## src/rtl/paula_audio_mix_sched.sv

```systemverilog
// paula_audio_mix_sched
//   One shared 8x6 signed-by-unsigned volume multiplier is time-multiplexed
//   across the four Paula audio channels. A start strobe snapshots all four
//   samples, volumes and enables. The block then presents one channel per
//   cycle to the multiplier and sums the 14-bit products into 15-bit left and
//   right mixes. The finished mix is published with a one-cycle valid pulse.
//
// Ports
//   clk, reset    system clock, asynchronous active-high reset
//   start         one-cycle strobe that begins a mix pass
//   sample[31:0]  ch n signed sample at [8n+7:8n]
//   volume[27:0]  ch n unsigned volume 0..64 at [7n+6:7n]
//   chan_en[3:0]  per-channel enable (0 = contributes zero)
//   mul_sample    signed operand to the shared multiplier (0 when not in CHn)
//   mul_volume    unsigned operand to the shared multiplier (0 when not in CHn)
//   mul_product   signed product, combinational from mul_sample/mul_volume
//   left, right   signed 15-bit mixes, updated only when valid is high
//   valid         one-cycle pulse in DONE: left/right carry the new mix
//   busy          a pass is in progress (state != IDLE)
//   overrun       one-cycle pulse: start seen while busy (start is dropped)
//
// Handshake: start has no ready. It is accepted only in IDLE. A start in any
// other state, including DONE, is ignored and flagged on overrun in that same
// cycle. valid is a pulse and has no back-pressure.
module paula_audio_mix_sched #(
  parameter logic [3:0] LEFT_MASK = 4'b1001
) (
  input  logic        clk,
  input  logic        reset,
  input  logic        start,
  input  logic [31:0] sample,
  input  logic [27:0] volume,
  input  logic [3:0]  chan_en,
  output logic [7:0]  mul_sample,
  output logic [5:0]  mul_volume,
  input  logic [13:0] mul_product,
  output logic [14:0] left,
  output logic [14:0] right,
  output logic        valid,
  output logic        busy,
  output logic        overrun
);

  typedef enum logic [2:0] {
    IDLE = 3'd0,
    CH0  = 3'd1,
    CH1  = 3'd2,
    CH2  = 3'd3,
    CH3  = 3'd4,
    DONE = 3'd5
  } state_t;

  state_t state_q, state_d;

  logic [31:0] sample_q;
  logic [27:0] volume_q;
  logic [3:0]  en_q;
  logic [14:0] accl_q, accr_q;
  logic [14:0] accl_d, accr_d;

  logic        is_ch;
  logic [1:0]  idx;
  logic [7:0]  sel_sample;
  logic [6:0]  sel_volume;
  logic        sel_en;
  logic [13:0] contrib;
  logic [14:0] contrib_ext;

  // Decode the current channel slot from the state.
  always_comb begin
    is_ch = 1'b0;
    idx   = 2'd0;
    case (state_q)
      CH0:     begin is_ch = 1'b1; idx = 2'd0; end
      CH1:     begin is_ch = 1'b1; idx = 2'd1; end
      CH2:     begin is_ch = 1'b1; idx = 2'd2; end
      CH3:     begin is_ch = 1'b1; idx = 2'd3; end
      default: begin is_ch = 1'b0; idx = 2'd0; end
    endcase
  end

  // Select the snapshot fields of the active channel.
  always_comb begin
    sel_sample = 8'd0;
    sel_volume = 7'd0;
    sel_en     = 1'b0;
    for (int n = 0; n < 4; n++) begin
      if (idx == n[1:0]) begin
        sel_sample = sample_q[8*n +: 8];
        sel_volume = volume_q[7*n +: 7];
        sel_en     = en_q[n];
      end
    end
  end

  // Multiplier operands and this channel's contribution. Volume bit 6 means
  // full scale (x64). That case is an exact shift, because the 6-bit
  // multiplier operand cannot represent 64. The low volume bits are still
  // driven on mul_volume, but the product is not used.
  always_comb begin
    mul_sample = 8'd0;
    mul_volume = 6'd0;
    contrib    = 14'd0;
    if (is_ch) begin
      mul_sample = sel_sample;
      mul_volume = sel_volume[5:0];
      if (!sel_en)
        contrib = 14'd0;
      else if (sel_volume[6])
        contrib = {sel_sample, 6'b000000};
      else
        contrib = mul_product;
    end
  end

  assign contrib_ext = {contrib[13], contrib};

  // At most two 14-bit terms land on each side, so 15 bits never overflow.
  always_comb begin
    accl_d = accl_q;
    accr_d = accr_q;
    if (is_ch) begin
      if (LEFT_MASK[idx])
        accl_d = accl_q + contrib_ext;
      else
        accr_d = accr_q + contrib_ext;
    end
  end

  always_comb begin
    state_d = state_q;
    case (state_q)
      IDLE:    if (start) state_d = CH0;
      CH0:     state_d = CH1;
      CH1:     state_d = CH2;
      CH2:     state_d = CH3;
      CH3:     state_d = DONE;
      DONE:    state_d = IDLE;
      default: state_d = IDLE;
    endcase
  end

  always_ff @(posedge clk or posedge reset) begin
    if (reset) begin
      state_q  <= IDLE;
      sample_q <= '0;
      volume_q <= '0;
      en_q     <= '0;
      accl_q   <= '0;
      accr_q   <= '0;
      left     <= '0;
      right    <= '0;
    end else begin
      state_q <= state_d;
      if (state_q == IDLE && start) begin
        sample_q <= sample;
        volume_q <= volume;
        en_q     <= chan_en;
        accl_q   <= '0;
        accr_q   <= '0;
      end else if (is_ch) begin
        accl_q <= accl_d;
        accr_q <= accr_d;
      end
      // Load the mix on the CH3 -> DONE edge so that it is visible during
      // the DONE cycle, together with valid.
      if (state_q == CH3) begin
        left  <= accl_d;
        right <= accr_d;
      end
    end
  end

  assign valid   = (state_q == DONE);
  assign busy    = (state_q != IDLE);
  assign overrun = start && busy;

endmodule

```

## config.mk

```make
export PLATFORM = sky130hd
export DESIGN_NAME = paula_audio_mix_sched
export DESIGN_NICKNAME = d
export VERILOG_FILES = /design/src/rtl/paula_audio_mix_sched.sv
export SDC_FILE = /design/constraint.sdc
export NUM_CORES = 1
export LEC_CHECK = 0
export BUFFER_PORTS_ARGS = -buffer_cell sky130_fd_sc_hd__buf_2
export CAP_MARGIN = 20
export CORE_UTILIZATION = 35
export CTS_CLUSTER_SIZE = 16
export DETAILED_ROUTE_END_ITERATION = 8
export PLACE_DENSITY = 0.65
export SLEW_MARGIN = 5
export SYNTH_ARGS = -nofsm -noshare
export SYNTH_HDL_FRONTEND = slang
export SYNTH_SLANG_ARGS = --single-unit
```

## constraint.sdc

```tcl
create_clock -name clk -period 4.9 [get_ports clk]
set_input_delay 0.49 -clock clk [delete_from_list [all_inputs] [get_ports clk]]
set_output_delay 0.49 -clock clk [all_outputs]
set_load 0.02 [all_outputs]
```

* Word-level counts from Yosys, hierarchy flattened *
Index checks and enable logic that the tools add are counted.

cells by class
  eq/ne operators = 9
  magnitude comparators = 1
  mux-type cells = 31
  reduce and logical (&&, ||, !) cells = 7
  $add $sub $neg = 2

operators by type and width
  kind                                                         count
  two-way mux 15 bit                                           8
  two-way mux 14 bit                                           3
  two-way mux 8 bit                                            5
  adder 15 bit                                                 2
  two-way mux 7 bit                                            4
  case mux 3 bit (5 select lines)                              1
  equality test 3 x 2 -> 1 bit (second input constant)         2
  equality test 3 bit (second input constant)                  2
  two-way mux 1 bit                                            6
  two-way mux 6 bit                                            1
  case mux 2 bit (3 select lines)                              1
  equality test 2 bit (second input constant)                  2
  OR reduction 4 bit                                           1
  equality test 3 x 1 -> 1 bit (second input constant)         1
  logical NOT 3 bit                                            1
  less-than comparator 2 x 3 -> 1 bit (second input constant)  1
  two-way mux 3 bit                                            1
  nonzero test 3 bit                                           1
  binary-select mux 1 bit (select 2 bit)                       1
  equality test 2 x 1 -> 1 bit (second input constant)         1
  logical AND 1 bit                                            2
  logical NOT 2 bit                                            1
  inequality test 2 bit (second input constant)                1
  nonzero test 2 bit                                           1

storage, ports and cells
  output and inout bits = 47
  bits in registers = 127
  word-level logic and storage cells = 58
  input port bits = 81

* Logic depth before layout (Yosys ltp) *
  depth in word-level cells = 15
  depth in mapped cells = 19
  mapped depth without buffers = 17

* Least setup slack after synthesis *
No wires, ideal clock.

  path kind = flip-flop to flip-flop
  start point = register state_q[0]
  end point = register left[13]
  library setup time = 125 ps
  path buffers = 3
  stages on the path, launching flop included = 20
  setup slack = 1008 ps
  arrival = 3767 ps
  data required time = 4775 ps
  clock period less this slack = 3892 ps
  cell sequence = dfrtp_1 buf_6 or3b_1 buf_2 o21ai_4 o21ai_1 nor2_1 and2_1 ha_1 clkbuf_1 a21oi_1 nor2b_1 nor3b_1 a31o_2 a221o_1 a21oi_1 a31oi_1 o211ai_1 xnor2_1 mux2_2

between the ends
  word-level cells in the longest chain between the ends = 13
  elaborated cells on any way between the ends = 31
  those cells by class = add/sub (1); eq/ne (7); mux (21); reduce/logical (2)

RTL lines
  item                                                                  line     RTL
  start, declared                                                       53       state_t state_q, state_d;
  start signal, assigned                                                154      state_q <= state_d;
  equality test 3 bit or equality test 3 x 2 -> 1 bit (tied branches)   73, 167
  case mux 2 bit (3 select lines)                                       73       case (state_q)
  logical NOT 2 bit                                                     88       if (idx == n[1:0]) begin
  two-way mux 7 bit or two-way mux 8 bit (tied branches) (4 in series)  88
  two-way mux 14 bit                                                    109      else if (sel_volume[6])
  two-way mux 14 bit                                                    107      if (!sel_en)
  two-way mux 14 bit                                                    104      if (is_ch) begin
  adder 15 bit                                                          124      accl_d = accl_q + contrib_ext;
  two-way mux 15 bit                                                    123      if (LEFT_MASK[idx])
  two-way mux 15 bit                                                    122      if (is_ch) begin
  end signal, assigned                                                  168      left <= accl_d;
  end, declared                                                         37       output logic [14:0] left,

Parallel ways exist; a longest one is shown, timed or not. The select of a mux whose other input is x is not followed.
A chain may end at the register's enable or synchronous reset.

* Worst setup path in the final report *
Same ends and word-level chain as after synthesis.

==> flow_summary.toml <==
[outcome]
status = "complete, no violations"

[global_route]
grt_busiest_layer = "met2"
grt_pass1_wl_um = 29800
grt_usage_pct = 18.8
grt-ovfl-total = 0
grtUsageMet2_pct = 31.2
grt_max_degree = 69
gr-usage-met1_pct = 24.0
grt_pass1_vias = 5987
grtUsageMet3_pct = 4.43
antenna_found_initial = 1

[sta]
clock_skew_ns = 0.00793
setup_viol = 0
hold_slack_ns = 0.249
post-route-period-util_pct = 91.5
fmax_mhz = 223
hold_viol_final = 0
worstMarginPinSlew_ns = 0.920
fin_tns_setup_ns = 0
slew_headroom_pct = 38.5
rsz0062_at_grt = "no"
post-route-min-period_ns = 4.48
drv_slew = 0

[layout]
fin_nets = 1052
fin_area_sq_um = 8500
final_cells = 1225
syn_to_final_growth_pct = 21.4
diodes = 0
drive_gt1_share_pct = 20.8

[worst_setup_path]
cp_max_fo = 21
reg2reg_from = "state_q[0]"
endpoint_kind = "flop"
crit_arrival_ns = 4.79
cp_slowest_stage_delay_ns = 0.49
crit_start = "state_q[0]"
crit_chain = "buf_4 > mux2i_1 > nor2_1 > o21ai_4 > nor2_1 > and2_1 > ha_1 > a21oi_1 > nor2b_1 > nor3b_1 > a31o_2 > a221o_1 > a21oi_1 > a31oi_1 > o211ai_1 > xnor2_1 > mux2_2"
startpoint_type = "flop"
slowest_stage = "dfrtp_1"
crit_required_ns = 5.21
critPathKind = "flop to flop"

[synthesis]
synth-edff-count = 0
ys_warn_count = 0
synth_ff_type = "dfrtp_1"
synth_nets = 935
synth_compound_area_share_pct = 14.9
synth_cell_type_count = 66
ys_seq_elements = 127
synth.avg_cell_area_sq_um = 8.44
synthArstFlopShare_pct = 100
synthAdderAreaFrac_pct = 4.86
synth_top_family_by_area = "simple AND/OR/NAND/NOR gates"
syn_area_sq_um = 7010
synth-simple-area-share_pct = 24.6
ys_seq_area_share_pct = 45.4
synthCells = 830
synth-xor-area-share_pct = 3.75
synth_mux_area_share_pct = 3.25

[floorplanning]
pin_count = 128
core_area_sq_um = 19500
start_util_pct = 35.9
die-area_sq_um = 20600
die_y_um = 143
row_count = 51
die_width_um = 143

[placed_design]
place_inst = 1193
placed_area_sq_um = 7920
place.gp.congestion = 0.838
dp_hpwl_um = 13500
io_buffers = 127

[cts]
cts-root-buf = "clkbuf_16"
numCtsBuffers = 17
clk_latency_ns = 0.42
clkTransAtPathRegs_ns = 0.06
cts_resized = 0
cts_tree = "yes"
clock-sinks = 127
cts_setup_buffers = 0
htreeDepth = 4
cts_hold_buf = 0
cts.path.max_buffers = 2

[drt]
wl_per_cell_um = 15.0
drc = 0
detailroute.via_count = 6076
drt_pre_antenna_iters = 4
drt_wl_total_um = 18400
drt.antenna.violating_nets = 0
drt_iter0_markers = 316
avgViaCountPerCell = 4.96

[worst_hold_path]
hp-start = "volume[8]"
hold_path.class = "primary input to flop"

[pwr]
power.leakage_nw = 4.39
sw_frac_of_total_pct = 45.0
power_mw = 6.22
combPwrFrac_pct = 50.7
power_per_cell_area_nw_per_um2 = 731
seqPwrFrac_pct = 29.4
p_int_mw = 3.42
p_clk_share_pct = 19.9
p_switching_mw = 2.80
vdd_ir_drop_max_mv = 0.324

[flow_run]
drv_cap = 0
synth_stat cells (all sizes together) (3+ instances only):
library cell | count | share of area, %
a211oi | 11 | 1.3
a21o | 3 | 0.32
a21oi | 38 | 2.7
a22o | 8 | 1.0
a31oi | 11 | 0.98
and2 | 11 | 0.98
buf | 9 | 0.68
clkbuf | 37 | 2.0
dfrtp | 127 | 45
ha | 24 | 4.3
inv | 12 | 0.64
maj3 | 4 | 0.57
mux2 | 6 | 0.96
mux2i | 16 | 2.3
nand2 | 297 | 16
nand2b | 4 | 0.36
nand3 | 14 | 1.0
nor2 | 50 | 2.7
nor2b | 5 | 0.45
nor3 | 12 | 0.86
nor3b | 3 | 0.32
o21a | 3 | 0.32
o21ai | 39 | 3.3
o221ai | 4 | 0.59
o22ai | 5 | 0.45
or2 | 3 | 0.27
or3 | 4 | 0.36
xnor2 | 17 | 2.1
xor2 | 13 | 1.6
worst max-delay path, delay by kind of cell (launching register included):
kind	cells	cell delay, ns
compound gates	7	1.56
simple gates	5	1.12
flops	1	0.49
mux	2	0.39
buf+inv	1	0.34
fa+ha+maj	1	0.31
xor+xnor	1	0.11
layout by cell type (no fill, tap or decap), drive strengths merged, types with 13 or more instances in the layout:
cell type / count
nand2: 297
buf: 144
dfrtp: 127
nor2: 50
o21ai: 39
a21oi: 38
ha: 24
clkbuf: 19
xnor2: 17
mux2i: 16
nand3: 14
xor2: 13
inv: 13
state kept, by name (all words and copies together), names as in the netlist:
name,flops
accl_q,15
left,15
en_q,4
right,15
state_q,3
accr_q,15
sample_q,32
volume_q,28
cell type report:
cell class | count | area (sq um)
clock buffer | 19 | 443
clock inverter | 13 | 139
fill | 2003 | 11000
inverter | 12 | 47.5
multi-input combinational | 645 | 3600
sequential | 127 | 3180
tap | 265 | 332
timing repair buffer | 144 | 763
through the flow:
| stage | utilization [%] | setup WS, ns |
|---|---|---|
| after floorplan | - | 1.01 |
| after global placement | 40.6 | 0.635 |
| after detailed placement | 40.6 | 0.502 |
| after CTS | 43.5 | 0.473 |
| after global routing | 43.5 | 0.0422 |
| final | 43.5 | 0.419 |
path summary, 6_finish.rpt:
| path | end | slack [ns] | depth (start not counted) |
|---|---|---|---|
| worst min register to register | right[3] | 0.46 | 2 |
| worst min-delay path | volume_q[8] | 0.25 | 3 |
| worst max register to register | left[13] | 0.42 | 17 |
| min in group asynchronous | right[14] | 0.30 | 3 |
| max in group asynchronous | volume_q[20] | 4.00 | 3 |
| worst max-delay path | left[13] | 0.42 | 17 |
cell families after synthesis:
group | Yosys count
and+or+nand+nor | 415
adders and majority gates | 28
xor gates and xnor gates | 30
AOI/OAI and AO/OA | 150
DFF | 127
muxes | 22
buffers and inverters | 58
metal layers:
| layer | up-vias | routed length [um] |
|---|---|---|
| met5 | - | 13 |
| met4 | 2 | 299 |
| met3 | 26 | 865 |
| met2 | 154 | 8700 |
| met1 | 2839 | 8480 |
| li1 | 3055 | - |
power by group through the flow:
stage / clock network, mW / registers, mW / logic (mW)
after floorplan: 0 / 1.85 / 2.25
after global placement: 0 / 1.83 / 3.11
after detailed placement: 0 / 1.84 / 3.16
after CTS: 1.27 / 1.83 / 3.18
after global routing: 1.31 / 1.89 / 3.51
final: 1.24 / 1.83 / 3.15
(Power assumes the default switching activity.)
